==> config.mk <==
export PLATFORM = sky130hd
export DESIGN_NAME = sd_spi_card_responder_flat
export DESIGN_NICKNAME = d
export VERILOG_FILES = /design/src/rtl/sd_spi_card_responder_if.sv /design/src/rtl/sd_spi_card_responder.sv /design/src/flat_wrapper.sv
export SDC_FILE = /design/constraint.sdc
export NUM_CORES = 1
export LEC_CHECK = 0
export CAP_MARGIN = 20
export CORE_AREA = 5 5 122 124
export DETAILED_ROUTE_END_ITERATION = 16
export DIE_AREA = 0 0 127 129
export PLACE_DENSITY_LB_ADDON = 0.1
export REMOVE_ABC_BUFFERS = 1
export SLEW_MARGIN = 15
export SYNTH_ARGS = -nofsm -noshare
export SYNTH_HDL_FRONTEND = slang
export SYNTH_SLANG_ARGS = --single-unit
export TNS_END_PERCENT = 10
==> constraint.sdc <==
create_clock -name clk -period 13.1 [get_ports clk]
set_input_delay 2.62 -clock clk [delete_from_list [all_inputs] [get_ports clk]]
set_output_delay 2.62 -clock clk [all_outputs]
set_load 0.02 [all_outputs]
==> src/rtl/sd_spi_card_responder_if.sv <==
// rtl/sd_spi_card_responder_if.sv - SPI pins and backing-memory port of the SD card responder
interface sd_spi_card_responder_if;
  logic        spi_clk;
  logic        cs;
  logic        mosi;
  logic        miso;
  logic [31:0] blk_addr;
  logic [8:0]  mem_idx;
  logic [7:0]  mem_rd_data;
  logic        mem_wr_en;
  logic [7:0]  mem_wr_data;
  logic        initialized;
  logic        cmd_strobe;
  logic [5:0]  cmd_index;

  // Card side
  modport slave (
    input  spi_clk, cs, mosi, mem_rd_data,
    output miso, blk_addr, mem_idx, mem_wr_en, mem_wr_data, initialized, cmd_strobe, cmd_index
  );

  // Host / memory side
  modport master (
    output spi_clk, cs, mosi, mem_rd_data,
    input  miso, blk_addr, mem_idx, mem_wr_en, mem_wr_data, initialized, cmd_strobe, cmd_index
  );
endinterface

==> src/rtl/sd_spi_card_responder.sv <==
// rtl/sd_spi_card_responder.sv - SPI-mode SD card responder with block read/write backing memory
module sd_spi_card_responder #(
  parameter int NCR_BYTES      = 1,
  parameter int ACMD41_RETRIES = 2,
  parameter int RD_GAP_BYTES   = 2,
  parameter int BUSY_BYTES     = 4
) (
  input  logic                   clk,
  input  logic                   rst,
  sd_spi_card_responder_if.slave bus
);
  localparam logic [9:0] NCR_LAST   = 10'(NCR_BYTES - 1);
  localparam logic [9:0] GAP_LAST   = 10'(RD_GAP_BYTES - 1);
  localparam logic [9:0] BUSY_LAST  = 10'(BUSY_BYTES - 1);
  localparam logic [7:0] RETRY_INIT = 8'(ACMD41_RETRIES);

  typedef enum logic [3:0] {
    CMD_RX, RSP_GAP, RSP_TX, RD_GAP, RD_TOKEN, RD_DATA, RD_CRC,
    WR_TOKEN, WR_DATA, WR_CRC, WR_RESP, WR_BUSY
  } state_t;
  typedef enum logic [1:0] {POST_NONE, POST_RD, POST_WR} post_t;

  logic [1:0] sclk_q, cs_q, mosi_q;
  logic       sclk_d, cs_d;
  logic       sclk_rise, sclk_fall, cs_fall, cs_hi, byte_done;
  logic [2:0] bit_cnt;
  logic [6:0] rx_sr;
  logic [7:0] rx_byte, tx_sr, tx_next, tx_next_q;
  logic       load_pend;

  state_t     state, state_n;
  logic [9:0] cnt, cnt_n;
  logic [2:0] frame_cnt, frame_n;
  logic       cmd_done, rd_adv, wr_stb;

  logic [5:0]       cmd_idx_q;
  logic [31:0]      arg_q;
  logic             init_q, app_flag;
  logic [7:0]       acmd_cnt;
  logic [7:0][7:0]  rsp_q;
  logic [2:0]       rsp_last;
  post_t            post;

  logic             illegal, init_n;
  logic [7:0]       acmd_n;
  logic [7:0][7:0]  rsp_n;
  logic [2:0]       last_n;
  post_t            post_n;

  logic [31:0] blk_addr_q;
  logic [8:0]  mem_idx_q;
  logic        wr_en_q, strobe_q;
  logic [7:0]  wr_data_q;
  logic [5:0]  cmd_index_q;

  assign sclk_rise = sclk_q[1] & ~sclk_d;
  assign sclk_fall = ~sclk_q[1] & sclk_d;
  assign cs_hi     = cs_q[1];
  assign cs_fall   = cs_d & ~cs_q[1];
  assign byte_done = sclk_rise & ~cs_hi & ~cs_fall & (bit_cnt == 3'd7);
  assign rx_byte   = {rx_sr, mosi_q[1]};

  // Two-flop synchronizers on the SPI pins plus one delayed copy for edge detection
  always_ff @(posedge clk or posedge rst) begin
    if (rst) begin
      sclk_q <= 2'b00; cs_q <= 2'b11; mosi_q <= 2'b00;
      sclk_d <= 1'b0;  cs_d <= 1'b1;
    end else begin
      sclk_q <= {sclk_q[0], bus.spi_clk};
      cs_q   <= {cs_q[0], bus.cs};
      mosi_q <= {mosi_q[0], bus.mosi};
      sclk_d <= sclk_q[1];
      cs_d   <= cs_q[1];
    end
  end

  // Byte engine: sample mosi on rise, shift miso on fall, load the next byte on the fall after byte_done
  always_ff @(posedge clk or posedge rst) begin
    if (rst) begin
      bit_cnt <= 3'd0; rx_sr <= 7'd0; tx_sr <= 8'hFF; tx_next_q <= 8'hFF; load_pend <= 1'b0;
    end else if (cs_hi || cs_fall) begin
      bit_cnt <= 3'd0; tx_sr <= 8'hFF; load_pend <= 1'b0;
    end else begin
      if (sclk_rise) begin
        rx_sr   <= rx_byte[6:0];
        bit_cnt <= bit_cnt + 3'd1;
      end
      if (byte_done) begin
        tx_next_q <= tx_next;
        load_pend <= 1'b1;
      end
      if (sclk_fall) begin
        if (load_pend) begin
          tx_sr     <= tx_next_q;
          load_pend <= 1'b0;
        end else begin
          tx_sr <= {tx_sr[6:0], 1'b1};
        end
      end
    end
  end

  // FSM state register; chip select high parks the protocol in CMD_RX
  always_ff @(posedge clk or posedge rst) begin
    if (rst) begin
      state <= CMD_RX; cnt <= 10'd0; frame_cnt <= 3'd0;
    end else if (cs_hi) begin
      state <= CMD_RX; cnt <= 10'd0; frame_cnt <= 3'd0;
    end else if (byte_done) begin
      state <= state_n; cnt <= cnt_n; frame_cnt <= frame_n;
    end
  end

  // Next state and the byte to send in the following slot, evaluated at byte_done
  always_comb begin
    state_n = state; cnt_n = cnt; frame_n = frame_cnt; tx_next = 8'hFF;
    cmd_done = 1'b0; rd_adv = 1'b0; wr_stb = 1'b0;
    case (state)
      CMD_RX: begin
        if (frame_cnt == 3'd0) begin
          if (rx_byte[7:6] == 2'b01) frame_n = 3'd1;
        end else if (frame_cnt == 3'd5) begin
          frame_n = 3'd0; cmd_done = 1'b1; state_n = RSP_GAP; cnt_n = 10'd0;
        end else begin
          frame_n = frame_cnt + 3'd1;
        end
      end
      RSP_GAP: begin
        if (cnt == NCR_LAST) begin
          state_n = RSP_TX; cnt_n = 10'd0; tx_next = rsp_q[0];
        end else cnt_n = cnt + 10'd1;
      end
      RSP_TX: begin
        if (cnt == {7'd0, rsp_last}) begin
          cnt_n = 10'd0;
          case (post)
            POST_RD: state_n = RD_GAP;
            POST_WR: state_n = WR_TOKEN;
            default: state_n = CMD_RX;
          endcase
        end else begin
          cnt_n = cnt + 10'd1; tx_next = rsp_q[cnt[2:0] + 3'd1];
        end
      end
      RD_GAP: begin
        if (cnt == GAP_LAST) begin
          state_n = RD_TOKEN; tx_next = 8'hFE;
        end else cnt_n = cnt + 10'd1;
      end
      RD_TOKEN: begin
        state_n = RD_DATA; cnt_n = 10'd0; tx_next = bus.mem_rd_data; rd_adv = 1'b1;
      end
      RD_DATA: begin
        if (cnt == 10'd511) begin
          state_n = RD_CRC; cnt_n = 10'd0;
        end else begin
          cnt_n = cnt + 10'd1; tx_next = bus.mem_rd_data; rd_adv = 1'b1;
        end
      end
      RD_CRC: begin
        if (cnt == 10'd1) state_n = CMD_RX;
        else cnt_n = cnt + 10'd1;
      end
      WR_TOKEN: begin
        if (rx_byte == 8'hFE) begin
          state_n = WR_DATA; cnt_n = 10'd0;
        end
      end
      WR_DATA: begin
        wr_stb = 1'b1;
        if (cnt == 10'd511) begin
          state_n = WR_CRC; cnt_n = 10'd0;
        end else cnt_n = cnt + 10'd1;
      end
      WR_CRC: begin
        if (cnt == 10'd1) begin
          state_n = WR_RESP; tx_next = 8'hE5;
        end else cnt_n = cnt + 10'd1;
      end
      WR_RESP: begin
        state_n = WR_BUSY; cnt_n = 10'd0; tx_next = 8'h00;
      end
      WR_BUSY: begin
        if (cnt == BUSY_LAST) state_n = CMD_RX;
        else begin
          cnt_n = cnt + 10'd1; tx_next = 8'h00;
        end
      end
      default: state_n = CMD_RX;
    endcase
  end

  // Command decode: response bytes, data phase and card-state updates for the completed frame
  always_comb begin
    illegal = 1'b0; init_n = init_q; acmd_n = acmd_cnt; post_n = POST_NONE; last_n = 3'd0;
    rsp_n = '1;
    case (cmd_idx_q)
      6'd0: begin init_n = 1'b0; acmd_n = RETRY_INIT; end
      6'd8: begin
        last_n = 3'd4; rsp_n[1] = 8'h00; rsp_n[2] = 8'h00;
        rsp_n[3] = {4'b0, arg_q[11:8]}; rsp_n[4] = arg_q[7:0];
      end
      6'd55: ;
      6'd41: begin
        if (!app_flag) illegal = 1'b1;
        else if (acmd_cnt != 8'd0) acmd_n = acmd_cnt - 8'd1;
        else init_n = 1'b1;
      end
      6'd58: begin
        last_n = 3'd4; rsp_n[1] = init_q ? 8'hC0 : 8'h00;
        rsp_n[2] = 8'hFF; rsp_n[3] = 8'h80; rsp_n[4] = 8'h00;
      end
      6'd17: if (init_q) post_n = POST_RD; else illegal = 1'b1;
      6'd24: if (init_q) post_n = POST_WR; else illegal = 1'b1;
      default: illegal = 1'b1;
    endcase
    rsp_n[0] = {5'b0, illegal, 1'b0, ~init_n};
  end

  // Frame capture, card state, memory index and write strobe
  always_ff @(posedge clk or posedge rst) begin
    if (rst) begin
      cmd_idx_q <= 6'd0; arg_q <= 32'd0; init_q <= 1'b0; app_flag <= 1'b0;
      acmd_cnt <= RETRY_INIT; rsp_q <= '1; rsp_last <= 3'd0; post <= POST_NONE;
      blk_addr_q <= 32'd0; mem_idx_q <= 9'd0; wr_en_q <= 1'b0; wr_data_q <= 8'd0;
      strobe_q <= 1'b0; cmd_index_q <= 6'd0;
    end else begin
      strobe_q <= 1'b0;
      wr_en_q  <= 1'b0;
      if (wr_en_q) mem_idx_q <= mem_idx_q + 9'd1;
      if (byte_done) begin
        if (state == CMD_RX && frame_cnt == 3'd0 && rx_byte[7:6] == 2'b01) cmd_idx_q <= rx_byte[5:0];
        if (state == CMD_RX && frame_cnt >= 3'd1 && frame_cnt <= 3'd4) arg_q <= {arg_q[23:0], rx_byte};
        if (cmd_done) begin
          strobe_q <= 1'b1; cmd_index_q <= cmd_idx_q;
          init_q <= init_n; acmd_cnt <= acmd_n; app_flag <= (cmd_idx_q == 6'd55);
          rsp_q <= rsp_n; rsp_last <= last_n; post <= post_n;
          if (post_n != POST_NONE) begin
            blk_addr_q <= arg_q; mem_idx_q <= 9'd0;
          end
        end
        if (rd_adv) mem_idx_q <= mem_idx_q + 9'd1;
        if (wr_stb) begin
          wr_en_q <= 1'b1; wr_data_q <= rx_byte;
        end
      end
    end
  end

  assign bus.miso        = tx_sr[7];
  assign bus.blk_addr    = blk_addr_q;
  assign bus.mem_idx     = mem_idx_q;
  assign bus.mem_wr_en   = wr_en_q;
  assign bus.mem_wr_data = wr_data_q;
  assign bus.initialized = init_q;
  assign bus.cmd_strobe  = strobe_q;
  assign bus.cmd_index   = cmd_index_q;
endmodule

==> src/flat_wrapper.sv <==
// flat-port wrapper written by rule: the top's interface ports become plain ports
module sd_spi_card_responder_flat 
#(
  parameter int NCR_BYTES      = 1,
  parameter int ACMD41_RETRIES = 2,
  parameter int RD_GAP_BYTES   = 2,
  parameter int BUSY_BYTES     = 4
)
  (clk, rst, bus_spi_clk, bus_cs, bus_mosi, bus_mem_rd_data, bus_miso, bus_blk_addr, bus_mem_idx, bus_mem_wr_en, bus_mem_wr_data, bus_initialized, bus_cmd_strobe, bus_cmd_index);
  sd_spi_card_responder_if bus_i ();
  input  logic clk;
  input  logic rst;
  input wire logic [$bits(bus_i.spi_clk)-1:0] bus_spi_clk;
  input wire logic [$bits(bus_i.cs)-1:0] bus_cs;
  input wire logic [$bits(bus_i.mosi)-1:0] bus_mosi;
  input wire logic [$bits(bus_i.mem_rd_data)-1:0] bus_mem_rd_data;
  output wire logic [$bits(bus_i.miso)-1:0] bus_miso;
  output wire logic [$bits(bus_i.blk_addr)-1:0] bus_blk_addr;
  output wire logic [$bits(bus_i.mem_idx)-1:0] bus_mem_idx;
  output wire logic [$bits(bus_i.mem_wr_en)-1:0] bus_mem_wr_en;
  output wire logic [$bits(bus_i.mem_wr_data)-1:0] bus_mem_wr_data;
  output wire logic [$bits(bus_i.initialized)-1:0] bus_initialized;
  output wire logic [$bits(bus_i.cmd_strobe)-1:0] bus_cmd_strobe;
  output wire logic [$bits(bus_i.cmd_index)-1:0] bus_cmd_index;
  assign bus_i.spi_clk = bus_spi_clk;
  assign bus_i.cs = bus_cs;
  assign bus_i.mosi = bus_mosi;
  assign bus_i.mem_rd_data = bus_mem_rd_data;
  assign bus_miso = bus_i.miso;
  assign bus_blk_addr = bus_i.blk_addr;
  assign bus_mem_idx = bus_i.mem_idx;
  assign bus_mem_wr_en = bus_i.mem_wr_en;
  assign bus_mem_wr_data = bus_i.mem_wr_data;
  assign bus_initialized = bus_i.initialized;
  assign bus_cmd_strobe = bus_i.cmd_strobe;
  assign bus_cmd_index = bus_i.cmd_index;
  sd_spi_card_responder #(.NCR_BYTES(NCR_BYTES), .ACMD41_RETRIES(ACMD41_RETRIES), .RD_GAP_BYTES(RD_GAP_BYTES), .BUSY_BYTES(BUSY_BYTES)) u_core (.clk(clk), .rst(rst), .bus(bus_i));
endmodule
==> results.yml <==
detailed_routing:
  via_count: 6180
  ant_nets: 0
  drtIter0Drc: 563
  totalWireLength_mm: 19.2
  drt_pass1_iterations: 6
  via_per_inst: 6.11
  routedWlPerCell_microns: 19.0
  drcViolationCount: 0
clock_network:
  cts_tree: "yes"
  post_cts.repair.setup_buffers: 0
  clockRootBuffer: "clkbuf_16"
  cts_sinks: 178
  path_clk_slew_ns: 0.07
  cts_buffers: 17
  cts.path.max_buffers: 2
  cts_hold_buf: 0
  cts_resized: 0
  clock_latency_ns: 0.43
  htreeDepth: 4
critical_path:
  cp_top_family: "buffers and inverters"
  crit_fanout: 7
  cp_num_buf_inv: 1
  slowest_stage: "clkdlybuf4s50_1"
  crit_required_ns: 10.48
  reg2reg_depth: 7
  worstSetupPathType: "flop to primary output"
  path_cells: "clkdlybuf4s50_1"
  rr_endpoint: "u_core.bus.blk_addr[12]"
  slowest_delay_ns: 0.66
  cp.arrival_ns: 1.56
  reg2reg_slack_ns: 9.89
  worstReg2RegStart: "u_core.state[1]"
  cp-start-kind: "flop"
  worst_setup_path_end_kind: "primary output"
sta:
  slew_viol_final: 0
  finalHoldViolations: 0
  rsz0062_at_grt: "false"
  clock_skew_ns: 0.0119
  finalSetupViolations: 0
  period_share: 0.319
  period_needed_ns: 4.18
  relSlewSlack: 0.416
  setup_tns_ns: 0
  worstMarginPinSlew_ns: 0.876
  timing.fmax_ghz: 0.239
final_layout:
  fillCellCount: 960
  drive_above_1_share: 0.210
  multiInputGateArea_sq_um: 3710
  antenna_cells: 0
  layout.area.seq_sq_um: 4500
  fin_nets: 841
  final_area_sq_um: 9900
  area_growth_syn_to_layout_pct: 17.1
pwr:
  power.switching_w: 0.000263
  pwr-share-clk: 0.468
  netSwitchingFraction: 0.233
  pwr-share-comb: 0.025
  vdd_drop_max_uv: 140
  p_leak_nw: 4.46
  power.internal_w: 0.000865
  powerDensity_nw_per_um2: 114
  p_seq_frac: 0.507
  finalPower_w: 0.00113
logic_synthesis:
  ys_warn_count: 0
  synthTopCellsByArea: "dfrtp_1 41%, dfstp_2 12%, mux2_2 11%"
  syn_inst: 764
  synth_edf_count: 0
  async_flop_share: 1.00
  ys_ff_latch: 178
  yosys.area.top_type_share: 0.414
  ys_types: 69
  synth-seq-area-share: 0.533
  dominantRegCellSynth: "dfrtp_1"
  avgSynthCellArea_sq_um: 11.1
  yosys.area.top_type: "dfrtp_1"
  synth_area_sq_um: 8450
hold_path:
  hold_class: "flop to flop"
  hold_path_startpoint: "u_core.cs_q[0]"
  holdPathEnd: "u_core.cs_q[1]"
  worstHoldPathCells: 0
status:
  status: "finished, final reports clean"
grt:
  grt_max_degree: 99
  grt.overflow.total: 0
  grt.total_usage: 0.249
  antenna_found_initial: 0
  grt_pass1_vias: 6259
  grt_pass1_wl_mm: 32.6
place:
  io_buffers: 71
  dp_hpwl_mm: 12.8
  gp_congestion: 0.850
  post_dp_cell_area_sq_um: 9260
flow_run:
  drv_cap: 0
floorplan:
  core_area_sq_um: 13700
  die-area_sq_um: 16400
  die_w_microns: 127
  initial_core_util: 0.619
  num_rows: 43
  fp.dieH_microns: 129
  ios: 72
## state kept, by name, indices dropped and copies added (netlist names), 8 cells and up
signal / flops
u_core.tx_next_q: 8
u_core.bus.blk_addr: 32
u_core.acmd_cnt: 8
u_core.bus.mem_wr_data: 8
u_core.tx_sr: 8
u_core.rsp_q: 18
u_core.cnt: 10
u_core.arg_q: 32
u_core.bus.mem_idx: 9
## placed cells by master (no fill, tap or decap), drive strengths merged, types with 7 or more instances in the layout
cell type      instances
dfrtp                140
mux2                  86
nand2                 78
clkdlybuf4s50         71
o21ai                 50
nor2                  49
dfstp                 38
nand3                 26
inv                   24
a21oi                 23
clkbuf                19
nor3                  18
nor2b                 14
o211ai                13
mux2i                 13
xor2                   9
ha                     9
nand2b                 8
nor4                   8
xnor2                  7
## cell usage after synthesis (7+ instances only)
master,n
a21oi_1,23
clkbuf_1,32
dfrtp_1,140
dfstp_2,38
ha_1,9
inv_1,17
mux2_2,80
mux2i_1,13
nand2_1,77
nand2b_1,8
nand3_1,26
nor2_1,49
nor2b_1,14
nor3_1,18
nor4_1,8
o211ai_1,13
o21ai_0,50
xnor2_1,7
xor2_1,9
## per-stage QoR
step | setup WS [ns] | std cells | hold slack [ns] | utilization
floorplan | 5.71 | 723 | 0.331 | -
global placement | 8.33 | 979 | 0.332 | 0.677
detailed placement | 8.27 | 979 | 0.347 | 0.677
CTS | 8.72 | 1011 | 0.358 | 0.722
global route | 8.82 | 1012 | 0.357 | 0.724
finish | 8.92 | 1012 | 0.353 | 0.724
## per-layer routing
layer,track usage,share of wire,vias up
li1,-,-,2872
met1,0.338,0.44,3092
met2,0.404,0.49,190
met3,0.0639,0.056,26
met4,0.0669,0.012,0
met5,0,0,-
## worst reg2reg max path, cell delays in order (launching register included)
cell and delay (ns):
dfrtp_1 0.92, nor4_1 0.15, nand4_1 0.13, buf_4 0.35, clkinv_1 0.53, and3_1 0.35, buf_4 0.27, mux2_2 0.39
## layout make-up
class / instances / share of cell area
tap: 180 / 0.0228
clock inverter: 13 / 0.0169
multi-input combinational: 527 / 0.375
clock buffer: 19 / 0.0448
inverter: 18 / 0.00733
timing repair buffer: 77 / 0.0784
sequential: 178 / 0.455
## worst max path at each step
stage / start / endpoint / slack, ns / cells after the start
2_1_floorplan: rst / u_core.acmd_cnt[0] / 5.71 / 1
3_3_place_gp: rst / u_core.arg_q[25] / 8.33 / 3
3_5_place_dp: rst / u_core.bus.blk_addr[9] / 8.27 / 3
4_1_cts: rst / u_core.rx_sr[2] / 8.72 / 3
5_1_grt: rst / u_core.rsp_q[32] / 8.82 / 4
6_report: u_core.bus.initialized / bus_initialized / 8.92 / 1
## power groups by stage
stage,Clock (W),Sequential (W),Combinational [W]
detailed placement,0,0.000582,0.0000283
global route,0.000560,0.000573,0.0000325
finish,0.000527,0.000572,0.0000286
floorplan,0,0.000576,0.0000187
global placement,0,0.000581,0.0000268
CTS,0.000534,0.000572,0.0000286
## kinds of logic (layout without fill, tap and decap cells)
kind of cell,count (synthesis),in the layout,share of synthesized area
buffers and inverters,59,127,0.0286
AOI/OAI and AO/OA,145,145,0.115
xor gates and xnor gates,16,16,0.0166
and+or+nand+nor,256,256,0.156
adders and majority gates,9,9,0.0133
muxes,101,101,0.138
DFF,178,178,0.533
No activity file was read; power rests on OpenSTA's default activity.
